`src/rtl/memory_stage_lsu.sv`:
```
// RV32I memory stage: drives a req/ack data bus for lw/sw, stalls upstream while an
// access is outstanding, aborts hung accesses, and holds MEM/WB. Optional: LSU_PERF_CNT_EN.
module memory_stage_lsu #(
  parameter int unsigned TIMEOUT_CYC = 255
) (
  input  logic        clk,
  input  logic        rst,
  input  logic        RegWriteM,
  input  logic        MemWriteM,
  input  logic [1:0]  ResultSrcM,
  input  logic [4:0]  RD_M,
  input  logic [31:0] PCPlus4M,
  input  logic [31:0] ALU_ResultM,
  input  logic [31:0] WriteDataM,
  output logic        dmem_req,
  output logic        dmem_we,
  output logic [31:0] dmem_addr,
  output logic [31:0] dmem_wdata,
  input  logic [31:0] dmem_rdata,
  input  logic        dmem_ack,
  output logic        StallM,
  output logic        BusErrM,
  output logic        RegWriteW,
  output logic [1:0]  ResultSrcW,
  output logic [4:0]  RD_W,
  output logic [31:0] PCPlus4W,
  output logic [31:0] ALU_ResultW,
  output logic [31:0] ReadDataW,
  output logic [31:0] stall_cycles
);

  typedef enum logic {IDLE = 1'b0, WAIT = 1'b1} state_e;

  localparam logic [15:0] TIMEOUT_LIM = 16'(TIMEOUT_CYC);

  state_e      state_q, state_d;
  logic [15:0] wait_cnt_q, wait_cnt_d;

  logic is_load, memop, timeout_hit;
  logic req_c, stall_c, bus_err_c, load_w, bubble_w;

  logic        reg_write_w_q, reg_write_w_d;
  logic [1:0]  result_src_w_q, result_src_w_d;
  logic [4:0]  rd_w_q, rd_w_d;
  logic [31:0] pc_plus4_w_q, pc_plus4_w_d;
  logic [31:0] alu_result_w_q, alu_result_w_d;
  logic [31:0] read_data_w_q, read_data_w_d;

  assign is_load     = (ResultSrcM == 2'b01);
  assign memop       = MemWriteM | is_load;
  assign timeout_hit = (wait_cnt_q == TIMEOUT_LIM);

  // State register
  always_ff @(posedge clk) begin
    if (rst) begin
      state_q    <= IDLE;
      wait_cnt_q <= '0;
    end else begin
      state_q    <= state_d;
      wait_cnt_q <= wait_cnt_d;
    end
  end

  // Next-state logic; an ack in the timeout cycle still completes the access
  always_comb begin
    state_d    = state_q;
    wait_cnt_d = wait_cnt_q;
    case (state_q)
      IDLE: begin
        if (memop && !dmem_ack) begin
          state_d    = WAIT;
          wait_cnt_d = 16'd1;
        end
      end
      WAIT: begin
        if (dmem_ack || timeout_hit) begin
          state_d    = IDLE;
          wait_cnt_d = '0;
        end else begin
          wait_cnt_d = wait_cnt_q + 16'd1;
        end
      end
      default: begin
        state_d    = IDLE;
        wait_cnt_d = '0;
      end
    endcase
  end

  // Output logic; everything combinational is forced quiet while rst is high
  always_comb begin
    req_c     = 1'b0;
    stall_c   = 1'b0;
    bus_err_c = 1'b0;
    load_w    = 1'b0;
    bubble_w  = 1'b0;
    case (state_q)
      IDLE: begin
        req_c = memop;
        if (!memop || dmem_ack) begin
          load_w = 1'b1;
        end else begin
          stall_c  = 1'b1;
          bubble_w = 1'b1;
        end
      end
      WAIT: begin
        req_c = 1'b1;
        if (dmem_ack) begin
          load_w = 1'b1;
        end else if (timeout_hit) begin
          bus_err_c = 1'b1;
          bubble_w  = 1'b1;
        end else begin
          stall_c  = 1'b1;
          bubble_w = 1'b1;
        end
      end
      default: ;
    endcase
    if (rst) begin
      req_c     = 1'b0;
      stall_c   = 1'b0;
      bus_err_c = 1'b0;
      load_w    = 1'b0;
      bubble_w  = 1'b0;
    end
  end

  assign dmem_req   = req_c;
  assign dmem_we    = MemWriteM;
  assign dmem_addr  = {ALU_ResultM[31:2], 2'b00};
  assign dmem_wdata = WriteDataM;
  assign StallM     = stall_c;
  assign BusErrM    = bus_err_c;

  // MEM/WB: a bubble only clears the write-back controls, payload fields hold
  always_comb begin
    reg_write_w_d  = reg_write_w_q;
    result_src_w_d = result_src_w_q;
    rd_w_d         = rd_w_q;
    pc_plus4_w_d   = pc_plus4_w_q;
    alu_result_w_d = alu_result_w_q;
    read_data_w_d  = read_data_w_q;
    if (load_w) begin
      reg_write_w_d  = RegWriteM;
      result_src_w_d = ResultSrcM;
      rd_w_d         = RD_M;
      pc_plus4_w_d   = PCPlus4M;
      alu_result_w_d = ALU_ResultM;
      if (is_load) begin
        read_data_w_d = dmem_rdata;
      end
    end
    if (bubble_w) begin
      reg_write_w_d  = 1'b0;
      result_src_w_d = 2'b00;
    end
  end

  always_ff @(posedge clk) begin
    if (rst) begin
      reg_write_w_q  <= 1'b0;
      result_src_w_q <= 2'b00;
      rd_w_q         <= '0;
      pc_plus4_w_q   <= '0;
      alu_result_w_q <= '0;
      read_data_w_q  <= '0;
    end else begin
      reg_write_w_q  <= reg_write_w_d;
      result_src_w_q <= result_src_w_d;
      rd_w_q         <= rd_w_d;
      pc_plus4_w_q   <= pc_plus4_w_d;
      alu_result_w_q <= alu_result_w_d;
      read_data_w_q  <= read_data_w_d;
    end
  end

  assign RegWriteW   = reg_write_w_q;
  assign ResultSrcW  = result_src_w_q;
  assign RD_W        = rd_w_q;
  assign PCPlus4W    = pc_plus4_w_q;
  assign ALU_ResultW = alu_result_w_q;
  assign ReadDataW   = read_data_w_q;

`ifdef LSU_PERF_CNT_EN
  logic [31:0] stall_cycles_q, stall_cycles_d;

  // Saturating count of stalled cycles
  always_comb begin
    stall_cycles_d = stall_cycles_q;
    if (stall_c && (stall_cycles_q != 32'hFFFF_FFFF)) begin
      stall_cycles_d = stall_cycles_q + 32'd1;
    end
  end

  always_ff @(posedge clk) begin
    if (rst) begin
      stall_cycles_q <= '0;
    end else begin
      stall_cycles_q <= stall_cycles_d;
    end
  end

  assign stall_cycles = stall_cycles_q;
`else
  assign stall_cycles = 32'h0;
`endif

endmodule

```
`config.mk`:
```
export PLATFORM = sky130hd
export DESIGN_NAME = memory_stage_lsu
export DESIGN_NICKNAME = d
export VERILOG_FILES = /design/src/rtl/memory_stage_lsu.sv
export SDC_FILE = /design/constraint.sdc
export NUM_CORES = 1
export LEC_CHECK = 0
export ABC_AREA = 0
export BUFFER_PORTS_ARGS = -buffer_cell sky130_fd_sc_hd__buf_2
export CAP_MARGIN = 20
export CORE_AREA = 2 2 132 134
export DETAILED_ROUTE_END_ITERATION = 10
export DIE_AREA = 0 0 134 136
export PLACE_DENSITY = 0.75
export SKIP_CTS_REPAIR_TIMING = 1
export SLEW_MARGIN = 20
export SYNTH_ARGS = -nofsm -noshare
export SYNTH_HDL_FRONTEND = slang
export SYNTH_SLANG_ARGS = --single-unit
```
`constraint.sdc`:
```
create_clock -name clk -period 1.9 [get_ports clk]
set_input_delay 0.095 -clock clk [delete_from_list [all_inputs] [get_ports clk]]
set_output_delay 0.095 -clock clk [all_outputs]
set_load 0.02 [all_outputs]
```
After elaboration in Yosys (flattened, before gate mapping)
Cells that the tools add are included.

Bits in registers: 121. Bits in latches: 0. Bits in writable memories: 0. ROM bits: 0. Bits of input ports: 140. Output and inout port bits: 204. Logic and storage cells: 45. Memories: 0.

Add/sub/neg operators: 1. Multipliers: 0. Divide/modulo/power cells: 0. $lt $le $gt $ge: 0. Eq/ne operators: 3. Shift operators: 0. Mux-type cells: 24. Bitwise logic cells: 2. Reductions and logical operators: 7.

Operators by type and width (count): 16-bit 2-to-1 mux (2); 16-bit case mux with 2 select lines (1); 16-bit by 1-bit adder with 16-bit output, second input constant (1); 16-bit by 8-bit equality test with 1-bit output, second input constant (1); 1-bit 2-to-1 mux (16); 1-bit case mux with 2 select lines (5); 2-bit by 1-bit equality test with 1-bit output, second input constant (1); 1-bit zero test (2); 1-bit logical OR (2); 2-bit inequality test, second input constant (1); 2-bit AND reduction (1); 2-bit OR reduction (1); 1-bit logical AND (1); 1-bit inverter (1); 1-bit OR (1).

Logic depth before layout (Yosys ltp)
Word-level depth: 8. Mapped depth: 8. Gate-level depth less buffers: 6.

Least setup slack after synthesis
OpenSTA, ideal clock, no wires.

Path type: flip-flop to flip-flop. Start: register wait_cnt_q[10]. End: register wait_cnt_q[11]. Library setup time: 114 ps. Arrival time: 1745 ps. Required time: 1786 ps. Slack: 41 ps. Stages on the path, launching flop included: 7. Buffers on the path: 1. Period minus slack after synthesis: 1859 ps. Cell sequence: dfxtp_1 > or4_4 > nor4_4 > or2_1 > buf_4 > nor3_1 > a21o_1.

Cells in the longest elaborated chain, start to end: 4. Elaborated cells on any way between the ends: 5. Those cells by class: add/sub: 1; eq/ne: 1; mux: 2; reduce/logical: 1.

RTL lines: start: declaration (RTL line 37) `logic [15:0] wait_cnt_q, wait_cnt_d;`; start signal: assignment (RTL line 60) `wait_cnt_q <= wait_cnt_d;`; parallel branches: the longest is 2 deep, another holds 16-bit by 1-bit adder with 16-bit output; 16-bit 2-to-1 mux * (RTL line 76) `if (dmem_ack || timeout_hit) begin`; 16-bit case mux with 2 select lines * (RTL line 68) `case (state_q)`.

Every way passes the cells marked *. A chain may end at the register's enable or synchronous reset.

Worst setup path after layout
Start: register wait_cnt_q[13]. End: output port StallM.

Cells in the longest elaborated chain, start to end: 5.

RTL lines: 16-bit by 8-bit equality test with 1-bit output (RTL line 51) `assign timeout_hit = (wait_cnt_q == TIMEOUT_LIM);`; 1-bit 2-to-1 mux (RTL line 111) `end else if (timeout_hit) begin`; 1-bit 2-to-1 mux (RTL line 109) `if (dmem_ack) begin`; 1-bit case mux with 2 select lines (RTL line 97) `case (state_q)`; 1-bit 2-to-1 mux (RTL line 121) `if (rst) begin`; end: declaration (RTL line 21) `output logic StallM,`.

No other way between the ends.

==> impl_metrics.yaml <==
power:
  p_leak_uw: 0.00372
  total_power_uw: 6960
  peakVddDrop_uv: 550
  power.density_mw_per_mm2: 868
status:
  violations: "negative setup slack"
  status: "finished with violations"
route:
  wl_per_cell_um: 13.8
  vias: 5447
  drt_wl_total_mm: 16.7
  dr.first_iter.drc_count: 334
  drc_errors: 0
  vias_per_cell: 4.51
  ant_nets: 0
  first_pass_iters: 5
timing:
  tightest_slew_ps: 679
  rsz0062_at_grt: "true"
  fin_ws_ps: -357
  slew_violations: 0
  timing.final.crit_share_pct: 119
  fin_worst_skew_ps: 5.28
  finalHoldViolCount: 0
  setup_violations: 7
  slew_headroom_pct: 54.7
  min_period_ps: 2260
  fmax_mhz: 443
  hold_ws_ps: 30.6
cells_and_area:
  seqCellArea_mm2: 0.00242
  fillers: 1531
  multi_input_area_mm2: 0.00216
  drive_gt1_share_pct: 33.3
  fin_nets: 1111
  area_growth_pct: 52.3
  final_area_mm2: 0.00802
  utilization_pct: 47.5
  antennaDiodeCount: 0
floorplanning:
  ios: 344
  start_util_pct: 31.2
  coreArea_mm2: 0.0169
  die_w_um: 134
  die_h_um: 136
  dieArea_mm2: 0.0182
  rows: 48
placed_design:
  postPlaceCellArea_mm2: 0.00629
  io_buffer_count: 245
  finalWeightedCongestion: 0.900
  dp_hpwl_mm: 10.5
  dp_slack_ps: 5.15
clock_tree:
  cts_sinks: 121
  root_buffer: "clkbuf_16"
  clock_latency_ps: 400
  h-tree-depth: 4
  numCtsBuffers: 17
  clock_path_buffers: 2
  cts_tree: "built"
  path_clk_slew_ps: 50
worst_hold_path:
  hold_path_end: "ALU_ResultW[0]"
  min_path_cells: 3
  min_from: "ALU_ResultM[0]"
  hold_path_class: "in2reg"
setup_path:
  crit_type: "reg2out"
  r2r-start: "wait_cnt_q[13]"
  critPathLaunchType: "flip-flop"
  slowest_delay_ps: 560
  crit_slowest_cell: "or4_4"
  arrival_ps: 2160
  rr_endpoint: "wait_cnt_q[9]"
  reg2reg_depth: 6
  cp_num_buf_inv: 1
  cp_max_fo: 5
  crit_path_end_kind: "primary output"
  crit_family: "simple AND/OR/NAND/NOR gates"
  rrSetupSlack_ps: -40
  path_cells: "or4_4 > nor4_4 > nor2_2 > a21oi_2 > nor2_1 > buf_4"
  cp.required_ps: 1800
grt:
  grt_max_degree: 71
  use_met3_pct: 5.59
  grt_pass1_wl_mm: 21.2
  grt_use_met2_pct: 24.7
  gr-total-overflow: 0
  grt_use_met1_pct: 17.1
  track_usage_pct: 14.6
  grt-busiest-layer: "met2"
  grt_pass1_vias: 4367
  antenna_found_initial: 0
yosys:
  yosysWarnings: 0
  syn_avg_cell_area_um2: 7.88
  synth_seq_cells: 121
  synth_flop_cell: "dfxtp_1"
  ys_seq_area_share_pct: 46.0
  synth_cell_types: 38
  async_flop_share_pct: 0
  synth-edff-count: 0
  netlist_instances: 668
  synth_area_mm2: 0.00527
flow_run:
  drv_cap: 0
==> through the flow <==
step | setup TNS [ps] | std cells
final | -792 | 1208
after global routing | -1140 | 1208
after CTS | -807 | 1098
after detailed placement | 0 | 1066
after global placement | 0 | 1066
after floorplan | 0 | 701
==> final cells by class <==
| class | count | area share, % |
|---|---|---|
| clock buffer | 20 | 5.57 |
| inverter | 3 | 0.140 |
| sequential | 121 | 30.2 |
| multi-input combinational | 444 | 26.9 |
| tap | 225 | 3.51 |
| clock inverter | 12 | 1.58 |
| timing repair buffer | 383 | 32.1 |
==> cell usage in the layout, fill, tap and decap left out, drive strengths merged, types with 2 or more instances in the layout <==
master       instances
or2                  2
nor2b                2
dfxtp              121
o21ai               43
inv                  3
buf                279
clkinvlp             5
nand4                4
and2                 3
and3                 2
o41ai                2
nand2              177
a21oi               81
nor3                 5
or4                  2
nand3               10
dlygate4sd3        104
o31ai                2
conb                34
clkbuf              20
nor2                20
nor3b                2
bufinv               2
clkinv               5
nand2b              35
a21o                 2
a211oi               3
==> metal layers <==
metal  up-vias  part of all wire (%)
met1      2467                    39
li1       2665                     -
met4         0                   2.2
met5         -                     0
met2       280                    49
met3        35                   9.5
==> worst max-delay path by stage <==
stage                   start             end  cells past startpoint
6_report       wait_cnt_q[13]          StallM                      6
5_1_grt        wait_cnt_q[12]          StallM                      6
4_1_cts         wait_cnt_q[9]          StallM                      6
3_5_place_dp    wait_cnt_q[9]  wait_cnt_q[11]                      5
3_3_place_gp   wait_cnt_q[14]  wait_cnt_q[11]                      5
2_1_floorplan  wait_cnt_q[10]  wait_cnt_q[11]                      6
==> worst register-to-register path: stages, from the launching register on <==
cell      delay (ps)
dfxtp_1          310
or4_4            560
nor4_4           430
buf_4            220
a211oi_1          50
o21ai_1          140
o31ai_1          110
==> kinds of logic (layout without fill, tap and decap cells) <==
kind of cell / count (synthesis) / count (layout) / share of synthesized area (%)
AO/OA/AOI/OAI: 138 / 138 / 13.8
multiplexers: 1 / 1 / 0.190
buffers and inverters: 136 / 418 / 16.7
flip-flops: 121 / 121 / 46.0
AND/OR/NAND/NOR: 269 / 269 / 22.9
adder cells (fa/ha/maj): 1 / 1 / 0.238
XOR/XNOR: 1 / 1 / 0.166
other: 1 / 34 / 0.0712
==> synthesized netlist by cell type (2+ instances only) <==
| library cell | n | area share (%) |
|---|---|---|
| o31ai_1 | 2 | 0.29 |
| or4_4 | 2 | 0.43 |
| inv_1 | 3 | 0.21 |
| and3_1 | 2 | 0.24 |
| nand4_1 | 4 | 0.48 |
| nand2_1 | 177 | 13 |
| nand2b_1 | 35 | 4.2 |
| nor2b_1 | 2 | 0.24 |
| clkbuf_1 | 34 | 2.4 |
| nor2_1 | 20 | 1.4 |
| and2_1 | 3 | 0.36 |
| nand3_1 | 10 | 0.95 |
| a21o_1 | 2 | 0.29 |
| o41ai_1 | 2 | 0.33 |
| nor3_1 | 5 | 0.48 |
| buf_4 | 98 | 14 |
| a21oi_1 | 81 | 7.7 |
| a211oi_1 | 3 | 0.43 |
| dfxtp_1 | 121 | 46 |
| nor3b_1 | 2 | 0.29 |
| o21ai_0 | 43 | 4.1 |
==> power by group <==
part | total (uW) | internal, uW | leakage [uW] | switching, uW
Clock | 3110 | 1950 | 0.000268 | 1150
Combinational | 1120 | 472 | 0.00246 | 643
Sequential | 2740 | 2670 | 0.000994 | 69.3
==> registers in the layout (all words and copies together), names as in the netlist <==
signal,count
RegWriteW,1
wait_cnt_q,16
PCPlus4W,32
RD_W,5
state_q,1
ALU_ResultW,32
ReadDataW,32
ResultSrcW,2
No activity file was read; power rests on OpenSTA's default activity.
